$ cat config.mk
export PLATFORM = sky130hd
export DESIGN_NAME = seg_scan_dim
export DESIGN_NICKNAME = d
export VERILOG_FILES = /design/src/rtl/seg_pkg.sv /design/src/rtl/seg_tick_div.sv /design/src/rtl/seg_scan_dim.sv
export SDC_FILE = /design/constraint.sdc
export NUM_CORES = 1
export LEC_CHECK = 0
export BUFFER_PORTS_ARGS = -buffer_cell sky130_fd_sc_hd__buf_2
export CAP_MARGIN = 5
export CORE_ASPECT_RATIO = 0.5
export CORE_UTILIZATION = 54
export DETAILED_ROUTE_END_ITERATION = 16
export PLACE_DENSITY = 0.76
export SETUP_SLACK_MARGIN = 0.5
export SLEW_MARGIN = 20
export SYNTH_ARGS = -nofsm -noshare
export SYNTH_HDL_FRONTEND = slang
export SYNTH_SLANG_ARGS = --single-unit
$ cat constraint.sdc
create_clock -name clk -period 4.6 [get_ports clk]
set_clock_uncertainty 0.15 [all_clocks]
set_input_delay 0.23 -clock clk [delete_from_list [all_inputs] [get_ports clk]]
set_output_delay 0.23 -clock clk [all_outputs]
set_load 0.05 [all_outputs]
$ cat src/rtl/seg_pkg.sv
// Shared constants and helpers for the six-digit multiplexed seven-segment scanner.
package seg_pkg;

    localparam int NUM_DIG = 6;

    typedef logic [7:0] seg_t;
    typedef logic [2:0] dig_idx_t;

    localparam seg_t                 SEG_BLANK = 8'hFF;
    localparam logic [NUM_DIG-1:0]   SEL_NONE  = 6'h3F;
    localparam dig_idx_t             LAST_DIG  = dig_idx_t'(NUM_DIG - 1);

    // Active-low one-hot digit select for the given digit index.
    function automatic logic [NUM_DIG-1:0] sel_onehot(input dig_idx_t i);
        return ~(NUM_DIG'(1) << i);
    endfunction

endpackage

$ cat src/rtl/seg_tick_div.sv
// Terminal-count divider: counts 0..TC-1 while enabled and pulses wrap on the last count.
module seg_tick_div #(
    parameter int TC = 10,
    localparam int W = (TC > 1) ? $clog2(TC) : 1
) (
    input  logic         clk,
    input  logic         rst,
    input  logic         en,
    output logic [W-1:0] cnt,
    output logic         wrap
);

    localparam logic [W-1:0] LAST = W'(TC - 1);

    assign wrap = en && (cnt == LAST);

    // NOTE: sequential state uses non-blocking assignments so every flop samples pre-edge values.
    always_ff @(posedge clk) begin
        if (rst) begin
            cnt <= '0;
        end else if (en) begin
            cnt <= wrap ? '0 : cnt + 1'b1;
        end
    end

endmodule

$ cat src/rtl/seg_scan_dim.sv
// Six-digit multiplexed 7-seg scanner with frame-synchronous load, guard, PWM dimming and blink.
// Define SEG_SCAN_BLINK_EN to build the per-digit blink counter and gating.
module seg_scan_dim
    import seg_pkg::*;
#(
    parameter int DWELL_CYC = 10_000,
    parameter int GUARD     = 16,
    parameter int BLINK_CYC = 25_000_000
) (
    input  logic         clk,
    input  logic         rst,
    input  logic         load,
    input  logic [7:0]   seg_data0,
    input  logic [7:0]   seg_data1,
    input  logic [7:0]   seg_data2,
    input  logic [7:0]   seg_data3,
    input  logic [7:0]   seg_data4,
    input  logic [7:0]   seg_data5,
    input  logic [2:0]   brightness,
    input  logic [5:0]   blink_mask,
    output logic [5:0]   seg_sel,
    output logic [7:0]   seg_data
);

    localparam int DW = (DWELL_CYC > 1) ? $clog2(DWELL_CYC) : 1;
    localparam logic [DW-1:0] GUARD_V = DW'(GUARD);

    logic [DW-1:0] dwell_cnt;
    logic          dwell_wrap;
    dig_idx_t      idx;
    logic [2:0]    pwm_cnt;
    logic          blink_phase;
    logic          frame_wrap;
    logic          dig_on;

    seg_t din     [NUM_DIG];
    seg_t pending [NUM_DIG];
    seg_t active  [NUM_DIG];
    logic pend_valid;

    seg_tick_div #(.TC(DWELL_CYC)) u_dwell (
        .clk  (clk),
        .rst  (rst),
        .en   (1'b1),
        .cnt  (dwell_cnt),
        .wrap (dwell_wrap)
    );

`ifdef SEG_SCAN_BLINK_EN
    localparam int BW = (BLINK_CYC > 1) ? $clog2(BLINK_CYC) : 1;
    logic [BW-1:0] unused_blink_cnt;
    logic          blink_wrap;

    seg_tick_div #(.TC(BLINK_CYC)) u_blink (
        .clk  (clk),
        .rst  (rst),
        .en   (1'b1),
        .cnt  (unused_blink_cnt),
        .wrap (blink_wrap)
    );

    always_ff @(posedge clk) begin
        if (rst) begin
            blink_phase <= 1'b0;
        end else if (blink_wrap) begin
            blink_phase <= ~blink_phase;
        end
    end
`else
    // Blink hardware absent: mask is accepted on the port but has no effect.
    logic unused_blink_mask;
    assign unused_blink_mask = ^blink_mask;
    assign blink_phase       = 1'b0;
`endif

    always_comb begin
        din[0] = seg_data0;
        din[1] = seg_data1;
        din[2] = seg_data2;
        din[3] = seg_data3;
        din[4] = seg_data4;
        din[5] = seg_data5;
    end

    assign frame_wrap = dwell_wrap && (idx == LAST_DIG);

    // NOTE: every signal written here gets a value on every path, so no latch is inferred.
    always_comb begin
        dig_on = 1'b0;
        if ((dwell_cnt >= GUARD_V) && (pwm_cnt <= brightness)
                && !(blink_phase && blink_mask[idx])) begin
            dig_on = 1'b1;
        end
    end

    always_ff @(posedge clk) begin
        if (rst) begin
            idx     <= '0;
            pwm_cnt <= '0;
        end else begin
            pwm_cnt <= pwm_cnt + 3'd1;
            if (dwell_wrap) begin
                idx <= (idx == LAST_DIG) ? '0 : idx + 3'd1;
            end
        end
    end

    // Double buffer: writes land in pending and only reach active at the frame boundary,
    // so a frame is never drawn with a mix of old and new digits.
    always_ff @(posedge clk) begin
        if (rst) begin
            // NOTE: the six-entry buffers are plain registers, reset so the display starts blank.
            for (int i = 0; i < NUM_DIG; i++) begin
                pending[i] <= SEG_BLANK;
                active[i]  <= SEG_BLANK;
            end
            pend_valid <= 1'b0;
        end else if (frame_wrap && load) begin
            active     <= din;
            pend_valid <= 1'b0;
        end else if (frame_wrap && pend_valid) begin
            active     <= pending;
            pend_valid <= 1'b0;
        end else if (load) begin
            pending    <= din;
            pend_valid <= 1'b1;
        end
    end

    always_ff @(posedge clk) begin
        if (rst) begin
            seg_sel  <= SEL_NONE;
            seg_data <= SEG_BLANK;
        end else if (dig_on) begin
            seg_sel  <= sel_onehot(idx);
            seg_data <= active[idx];
        end else begin
            seg_sel  <= SEL_NONE;
            seg_data <= SEG_BLANK;
        end
    end

endmodule
==> Yosys cells after proc, flatten, opt, wreduce, memory -nomap -nowiden <==
Cells that the tools add are included.
{ "totals": {"wordCells": 48, "reg_bits": 131, "out_inout_bits": 14} }
{ "classes": {"shifts": 1, "n_addsub": 3, "muxes": 7, "bitwise": 5, "magnitude_cmp": 3, "eq_ne": 2, "reduce_logical": 9} }
{ "op_table": {"columns": ["cell", "count"], "rows": [
  ["$mux W48", 2],
  ["$bmux W8 S3", 1],
  ["$mux W8", 2],
  ["$add A14 B1 Y14 const B", 1],
  ["$eq A14 B14 Y1 const B", 1],
  ["$ge A14 B5 Y1 const B", 1],
  ["$add A3 B1 Y3 const B", 2],
  ["$not A6 Y6", 1],
  ["$shl A1 B3 Y6 const A", 1],
  ["$ge A4 B4 Y1 const B", 1],
  ["$logic_and A1 B1 Y1", 4],
  ["$not A3 Y4", 1],
  ["$reduce_or A2 Y1", 2],
  ["$eq A3 B3 Y1 const B", 1],
  ["$le A3 B3 Y1", 1],
  ["$mux W3", 1],
  ["$not A1 Y1", 3],
  ["$reduce_and A3 Y1", 1],
  ["$reduce_or A3 Y1", 1],
  ["$reduce_bool A2 Y1", 1],
  ["$mux W1", 1]
]} }

==> Depth between registers and ports, before layout <==
Gate-level depths: netlist of run 1.
{ "depth": {"ltp_word": 5, "depth_mapped": 8, "mapped_depth_nobuf": 6} }

==> Cells and area by module <==
Synthesis of run 1 repeated with hierarchy kept, for this count alone.
{ "hier_totals": {"cells_unflattened": 571, "hier_area_um2": 5672.9} }
{ "modules_own_cells": {"columns": ["module", "seq_area_each_um2", "n_inst", "area_each_um2", "cells_per_inst"], "rows": [
  ["seg_scan_dim", 2342.2, 1, 4972.3, 497],
  ["seg_tick_div", 280.3, 1, 700.7, 74]
]} }

==> Worst setup path before layout of run 1 <==
No wires, ideal clock.
{ "synth_timing": {"path_type": "reg2reg", "from": "register u_dwell.cnt[5]", "to": "register active[19] (netlist name)", "n_path_buf": 3, "arrival_ns": 2.486, "stages_incl_launch_ff": 8, "period_less_slack_ns": 2.757, "setup_time_ns": 0.122, "path_slack_ns": 1.843, "cell_sequence": "dfxtp_1 > or4_4 > or4_4 > buf_6 > or3_4 > buf_6 > buf_6 > a221o_1"} }
{ "synth_between": {"elab_chain_len": 4} }
{ "synth_lines": {"columns": ["item", "line", "rtl"], "rows": [
  ["from (decl)", "seg_tick_div.sv:9", "output logic [W-1:0] cnt,"],
  ["from (signal assigned)", "seg_tick_div.sv:22", "cnt <= wrap ? '0 : cnt + 1'b1;"],
  ["$eq A14 B14 Y1 *", "seg_tick_div.sv:15", "assign wrap = en && (cnt == LAST);"],
  ["$logic_and A1 B1 Y1 *", "seg_scan_dim.sv:85", "assign frame_wrap = dwell_wrap && (idx == LAST_DIG);"],
  ["$logic_and A1 B1 Y1, on equally long branches", "seg_scan_dim.sv:118, seg_scan_dim.sv:121", null],
  ["$mux W48 or $reduce_bool A2 Y1 (tied branches)", null, null],
  ["to (signal assigned)", "seg_scan_dim.sv:119", "active <= din;"],
  ["to (signal assigned)", "seg_scan_dim.sv:122", "active <= pending;"],
  ["to (decl)", "seg_scan_dim.sv:38", "seg_t active [NUM_DIG];"]
]} }
Mark *: on every way between the ends. The rest lies on a longest branch, timed or not.
A chain may end at the register's enable or synchronous reset.

==> Worst setup path in the final report of run 1 <==
{ "layout_timing": {"from": "register u_dwell.cnt[5]", "to": "register pending[33] (netlist name)"} }
{ "layout_between": {"elab_chain_len": 5} }
{ "layout_lines": {"columns": ["item", "line", "rtl"], "rows": [
  ["$eq A14 B14 Y1 *", "seg_tick_div.sv:15", null],
  ["$logic_and A1 B1 Y1 *", "seg_scan_dim.sv:85", null],
  ["$logic_and A1 B1 Y1, on equally long branches", "seg_scan_dim.sv:121, seg_scan_dim.sv:118", null],
  ["$not A1 Y1 (no line)", null, null],
  ["$reduce_and A3 Y1 (no line) *", null, null],
  ["to (signal assigned)", "seg_scan_dim.sv:125", "pending <= din;"],
  ["to (decl)", "seg_scan_dim.sv:37", "seg_t pending [NUM_DIG];"]
]} }
Marked as above.

==> results of run 1 <==
## registers in the layout, summed over array words and instances, names as in the netlist
register     cells
pending         48
seg_sel          6
pwm_cnt          3
active          48
u_dwell.cnt     14
seg_data         8
idx              3
pend_valid       1
## how the worst min path moves through the flow
| stage | from | end | cells past startpoint |
|---|---|---|---|
| 5_1_grt | seg_data4[6] | pending[14] | 3 |
| 2_1_floorplan | load | pend_valid | 2 |
| 3_3_place_gp | pwm_cnt[0] | pwm_cnt[0] | 1 |
| 6_report | seg_data3[7] | pending[23] | 3 |
| 4_1_cts | seg_data2[6] | pending[30] | 3 |
| 3_5_place_dp | pwm_cnt[0] | pwm_cnt[0] | 1 |
## power by group through the flow
stage / combinational [mW] / sequential, mW / clock, mW
after floorplan: 0.118 / 1.21 / 0
after global placement: 0.163 / 1.21 / 0
after detailed placement: 0.165 / 1.21 / 0
after CTS: 0.168 / 1.19 / 1.38
after global routing: 0.188 / 1.19 / 1.44
final: 0.170 / 1.19 / 1.37
## kinds of logic (layout without fill, tap and decap cells)
family	count (synthesis)	after routing	synth area share [%]
buf+inv	59	115	4.69
compound gates	160	160	26.3
xor+xnor	13	13	2.08
flops	131	131	47.9
fa+ha+maj	7	7	1.60
mux	16	16	4.76
simple gates	125	125	12.7
## stage by stage
step / worst slack (ps) / hold slack, ps / total power, mW
2_1_floorplan: 1840 / 255 / 1.33
3_3_place_gp: 1610 / 281 / 1.37
3_5_place_dp: 1560 / 287 / 1.38
4_1_cts: 1560 / 27.1 / 2.74
5_1_grt: 1430 / 36.5 / 2.82
6_report: 1530 / 38.4 / 2.73
## routing by layer
layer  track usage [%]  part of all wire (%)
met2              39.6                    45
met5                 0                     0
met4              9.82                   1.4
met1              36.6                    47
met3              6.36                   6.3
## worst reg2reg max path, delay by kind of cell (launching register included)
family          cells  cell delay [ps]
buf+inv             1              390
compound gates      2              960
simple gates        2             1160
flops               1              360
## area by class of cell
| class | instances | area, um2 | area share (%) |
|---|---|---|---|
| clock buffers | 22 | 474 | 7.34 |
| clock inverters | 10 | 130 | 2.01 |
| inverters | 9 | 33.8 | 0.523 |
| multi-input cells | 321 | 2620 | 40.5 |
| flip-flops and latches | 131 | 2620 | 40.6 |
| well taps | 135 | 169 | 2.61 |
| repair buffers | 74 | 415 | 6.43 |
## layout by cell type (no fill, tap or decap), types with 9 or more instances in the layout
cell       Yosys  final
xnor2_1        9      9
nor2_1        22     21
and2_1        49     49
a221o_1       96     96
buf_2          4     66
a21o_1        48     48
nand2_1       15     15
clkbuf_16      0     17
dfxtp_1      131    131
==> impl_metrics.tcl, run 1 <==
set metrics [dict create \
    yosysTopAreaCellShare_pct 47.9 \
    grt_max_degree 61 \
    crit_arrival_ps 3280 \
    synth_area_per_cell_um2 10.7 \
    seqPwrFrac_pct 43.7 \
    max_freq_ghz 0.325 \
    ctsHoldBuffers 0 \
    hold_viol 0 \
    final.period_utilization_pct 66.8 \
    gp_congestion 0.816 \
    clockBufferDepth 2 \
    path_class "reg -> reg" \
    synth_flop_cell "dfxtp_1" \
    cts_tree "done" \
    worstSetupEndpointType "flop" \
    p_sw_share_pct 21.3 \
    diodes 0 \
    intPower_mw 2.14 \
    synth_nets 578 \
    critPathRequiredTime_ps 4800 \
    r2r_start "u_dwell.cnt[5]" \
    fp-row-count 25 \
    drt_wl_total_um 12800 \
    cp-startpoint "u_dwell.cnt[5]" \
    drv_cap 0 \
    pin_count 74 \
    die_y_um 73.2 \
    worst-path-stages 5 \
    dp_hpwl_um 7700 \
    grtUsageTotal_pct 26.2 \
    via_count 4333 \
    cts_resized 0 \
    cts_made_buffers 17 \
    antenna_found_initial 0 \
    initial_core_util_pct 56.8 \
    initialDrtViolationCount 377 \
    grt_pass1_vias 4108 \
    postCtsSetupBuffers 0 \
    post-place-cells 668 \
    maxSlewHeadroom_pct 40.4 \
    yosysUniqueCellTypes 35 \
    ant_nets 0 \
    p_leak_nw 2.70 \
    vdd_drop_max_mv 0.298 \
    outcome "finished, final reports clean" \
    synth_cells 511 \
    stdcell_area_um2 6460 \
    setup_viol 0 \
    yosysTopAreaCell "dfxtp_1" \
    finalSetupTns_ps 0 \
    clock_latency_ps 410 \
    path_cells "or4_4, or4_4, o21ai_4, buf_4, a221o_1" \
    crit_path_start_kind "flop" \
    p_sw_uw 582 \
    endpoint "pending[33]" \
    cts.sinks 131 \
    finalNonFillerCells 702 \
    worstReg2RegEnd "pending[33]" \
    ys_seq_elements 131 \
    synth.top_cells.by_area "dfxtp_1 48%, a221o_1 18%, a21o_1 6.6%, and2_1 5.6%, mux4_2 3.3%" \
    syn_area_um2 5470 \
    firstDrtPassIters 5 \
    clockPowerShare_pct 50.1 \
    cpPeakStageDelay_ps 750 \
    worstRegToRegCells 5 \
    drc 0 \
    slew_viol_final 0 \
    core_um2 9630 \
    final_core_util_pct 67.1 \
    port_buffers 67 \
    async_flop_share_pct 0 \
    r2r_setup_slack_ps 1530 \
    synth_most_common_cell "dfxtp_1" \
    nFillCells 741 \
    pwr_density_cell_nw_per_um2 422 \
    fin_crit_ps 3070 \
    place_area_um2 5820 \
    rsz0062_at_grt "false" \
    wl_per_cell_um 18.2 \
    grt_pass1_wl_um 20900 \
    synth_edf_count 0 \
    drive_above_1_share_pct 21.0 \
    ys_warn_count 0 \
    clk_pin_slew_ps 60 \
    synthTopCellsByCount "131 x dfxtp_1, 96 x a221o_1, 49 x and2_1, 48 x a21o_1, 40 x clkbuf_1" \
    nets 621 \
    hold_class "in -> reg" \
    root_buffer "clkbuf_16" \
    path_delay_family "simple AND/OR/NAND/NOR gates" \
    dieArea_um2 10600 \
    cp_num_buf_inv 1 \
    crit_top_cell "or4_4" \
    cts_max_level 4 \
    routed_via_density 6.17 \
    ys_seq_area_share_pct 47.9 \
    die_w_um 144 \
    area_growth_pct 18.1 \
    p_comb_share_pct 6.2 \
    worst_pin_slew_ps 891 \
    worst_path_max_delay_cell "o21ai_4" \
    cp_max_fo 30 \
    grt_overflow_total 0 \
]
(Power assumes the default switching activity.)
==> run 2: changes to the inputs <==
--- a/config.mk
+++ b/config.mk
@@ -8,7 +8,7 @@
 export BUFFER_PORTS_ARGS = -buffer_cell sky130_fd_sc_hd__buf_2
 export CAP_MARGIN = 5
 export CORE_ASPECT_RATIO = 0.5
-export CORE_UTILIZATION = 54
+export CORE_UTILIZATION = 52
 export DETAILED_ROUTE_END_ITERATION = 16
 export PLACE_DENSITY = 0.76
 export SETUP_SLACK_MARGIN = 0.5
==> constraint.sdc (replaced) <==
create_clock -name clk -period 2.6 [get_ports clk]
set_clock_uncertainty 0.15 [all_clocks]
set_input_delay 0.13 -clock clk [delete_from_list [all_inputs] [get_ports clk]]
set_output_delay 0.13 -clock clk [all_outputs]
set_load 0.05 [all_outputs]
==> run 2 against run 1 <==
  * Sequential share of layout area is 5.6 points lower
  * Worst hold slack better by 69 ps
  * The flow now finishes with violations (negative setup slack)
  * Final cell count is 12% higher
==> impl_metrics.tcl, run 2 (synthesized netlist as in run 1, its figures left out) <==
set metrics [dict create \
    outcome "complete, but fails checks" \
    violations "negative setup slack" \
    worstReg2RegEnd "active[0]" \
    rsz0062_at_grt "true" \
    worstSetupEndpointType "flop" \
    r2r_start "u_dwell.cnt[5]" \
    wl_per_cell_um 19.7 \
    worst_pin_slew_ps 706 \
    fin_ws_ps -40.2 \
    nets 700 \
    crit_top_cell "or4_4" \
    cp_max_fo 20 \
    grt_pass1_wl_um 23300 \
    initial_core_util_pct 53.6 \
    vdd_drop_max_mv 0.497 \
    fin_crit_ps 2640 \
    grt_max_degree 66 \
    firstDrtPassIters 5 \
    finalSetupTns_ps -302 \
    r2r_setup_slack_ps -40 \
    path_cells "or4_4, or4_4, or3_4, buf_12, a221o_1" \
    top_layer "met4" \
    grt_overflow_total 0 \
    grt_pass1_vias 4622 \
    initialDrtViolationCount 404 \
    worst_path_max_delay_cell "or4_4" \
    die_y_um 74.5 \
    slew_viol_final 0 \
    crit_path_start_kind "flop" \
    drt-met1-wl_um 6820 \
    drt_wl_total_um 15500 \
    via_count 4843 \
    drv_cap 0 \
    holdWs_ps 108 \
    gp_congestion 0.831 \
    routed_via_density 6.16 \
    ant_nets 0 \
    most-common-layout-cells "130 x dfxtp_1, 96 x a221o_1, 67 x buf_2" \
    cts.sinks 131 \
    hold_viol 0 \
    max_freq_ghz 0.379 \
    whs_endpoint "pend_valid" \
    final_common_cell "dfxtp_1" \
    pin_count 74 \
    holdPathStages 3 \
    area_growth_pct 37.2 \
    cts_made_buffers 17 \
    clockBufferDepth 2 \
    critPathRequiredTime_ps 2750 \
    cts_tree "done" \
    port_buffers 67 \
    met2_length_um 7270 \
    dr_wl_met3_um 1020 \
    antenna_found_initial 0 \
    worstRegToRegCells 5 \
    drive_above_1_share_pct 24.5 \
    dieArea_um2 11000 \
    drc 0 \
    setup_viol 22 \
    diodes 0 \
    die_w_um 147 \
    clk_pin_slew_ps 60 \
    path_class "reg -> reg" \
    root_buffer "clkbuf_16" \
    reg_top3 "active x48, pending x48, u_dwell.cnt x14" \
    cts_max_level 4 \
    cpPeakStageDelay_ps 550 \
    pwr_density_cell_nw_per_um2 692 \
    p_leak_nw 3.19 \
    clock_latency_ps 420 \
    final.period_utilization_pct 102 \
    hold_class "in -> reg" \
    worstHoldStart "load" \
    dp_hpwl_um 7890 \
    fp-row-count 26 \
    crit_arrival_ps 2790 \
    core_um2 10200 \
    maxSlewHeadroom_pct 52.9 \
    grtUsageTotal_pct 27.7 \
]
==> run 2: changes by cell type in the layout (fill, tap and decap cells not counted), sizes merged <==
cell         previous run  this run
clkinv                  6         7
bufinv                  3         5
dlygate4sd3             0        49
nand2b                  2         3
inv                     8        11
clkbuf                 22        23
clkinvlp                2         0
buf                    74        98
==> run 2: layout make-up <==
type	instances	area [um2]
fill	657	2710
multi-input combinational	322	2660
sequential	131	2620
timing repair buffer	152	1350
clock buffer	18	439
clock inverter	14	225
tap	140	175
inverter	9	33.8
==> run 2: timing repair <==
item                                    CTS  global route
setup buffers                             4             1
hold endpoints to repair                 53             0
pin swaps                                 9            15
hold buffers                             49             0
cloned                                    5             6
endpoints found under the setup margin  110           112
gates resized for setup                   8            13
==> run 2: metrics by stage <==
| stage | power, mW | worst slack, ps | std cells | instance area (um2) | utilization [%] |
|---|---|---|---|---|---|
| floorplan | 2.35 | -133 | 511 | 5500 | - |
| global placement | 2.44 | 19.3 | 689 | 6010 | 58.8 |
| detailed placement | 2.45 | -8.83 | 689 | 6010 | 58.8 |
| CTS | 5.17 | -7.64 | 779 | 7340 | 71.8 |
| global route | 5.34 | -67.8 | 786 | 7510 | 73.5 |
| finish | 5.19 | -40.2 | 786 | 7510 | 73.5 |
==> run 2: worst max-delay path by stage <==
stage / slack (ps) / cells after the start / to / startpoint
after CTS: -8 / 5 / active[15] / u_dwell.cnt[5]
after global routing: -70 / 5 / active[44] / u_dwell.cnt[5]
final: -40 / 5 / active[0] / u_dwell.cnt[5]
after floorplan: -130 / 7 / active[19] / u_dwell.cnt[5]
after detailed placement: -9 / 5 / active[5] / u_dwell.cnt[5]
after global placement: 20 / 5 / active[44] / u_dwell.cnt[5]
==> run 2: critical path, delay by kind of cell, from the launching register on <==
kind | cells | cell delay (ps)
AOI/OAI and AO/OA | 1 | 350
and+or+nand+nor | 3 | 1510
DFF | 1 | 320
buffers and inverters | 1 | 190
==> run 2: per-layer routing <==
metal,global-route usage [%],vias to the layer above
met3,5.89,31
met4,10.3,0
li1,-,2225
met2,46.6,191
met1,35.9,2396
met5,0,-
==> run 2: report_power, final <==
part | leakage [nW] | switching (mW) | total [mW] | internal, mW
clock | 0.325 | 0.936 | 2.68 | 1.74
sequential | 1.07 | 0.0375 | 2.11 | 2.07
combinational | 1.79 | 0.183 | 0.410 | 0.227
total | 3.19 | 1.16 | 5.19 | 4.04
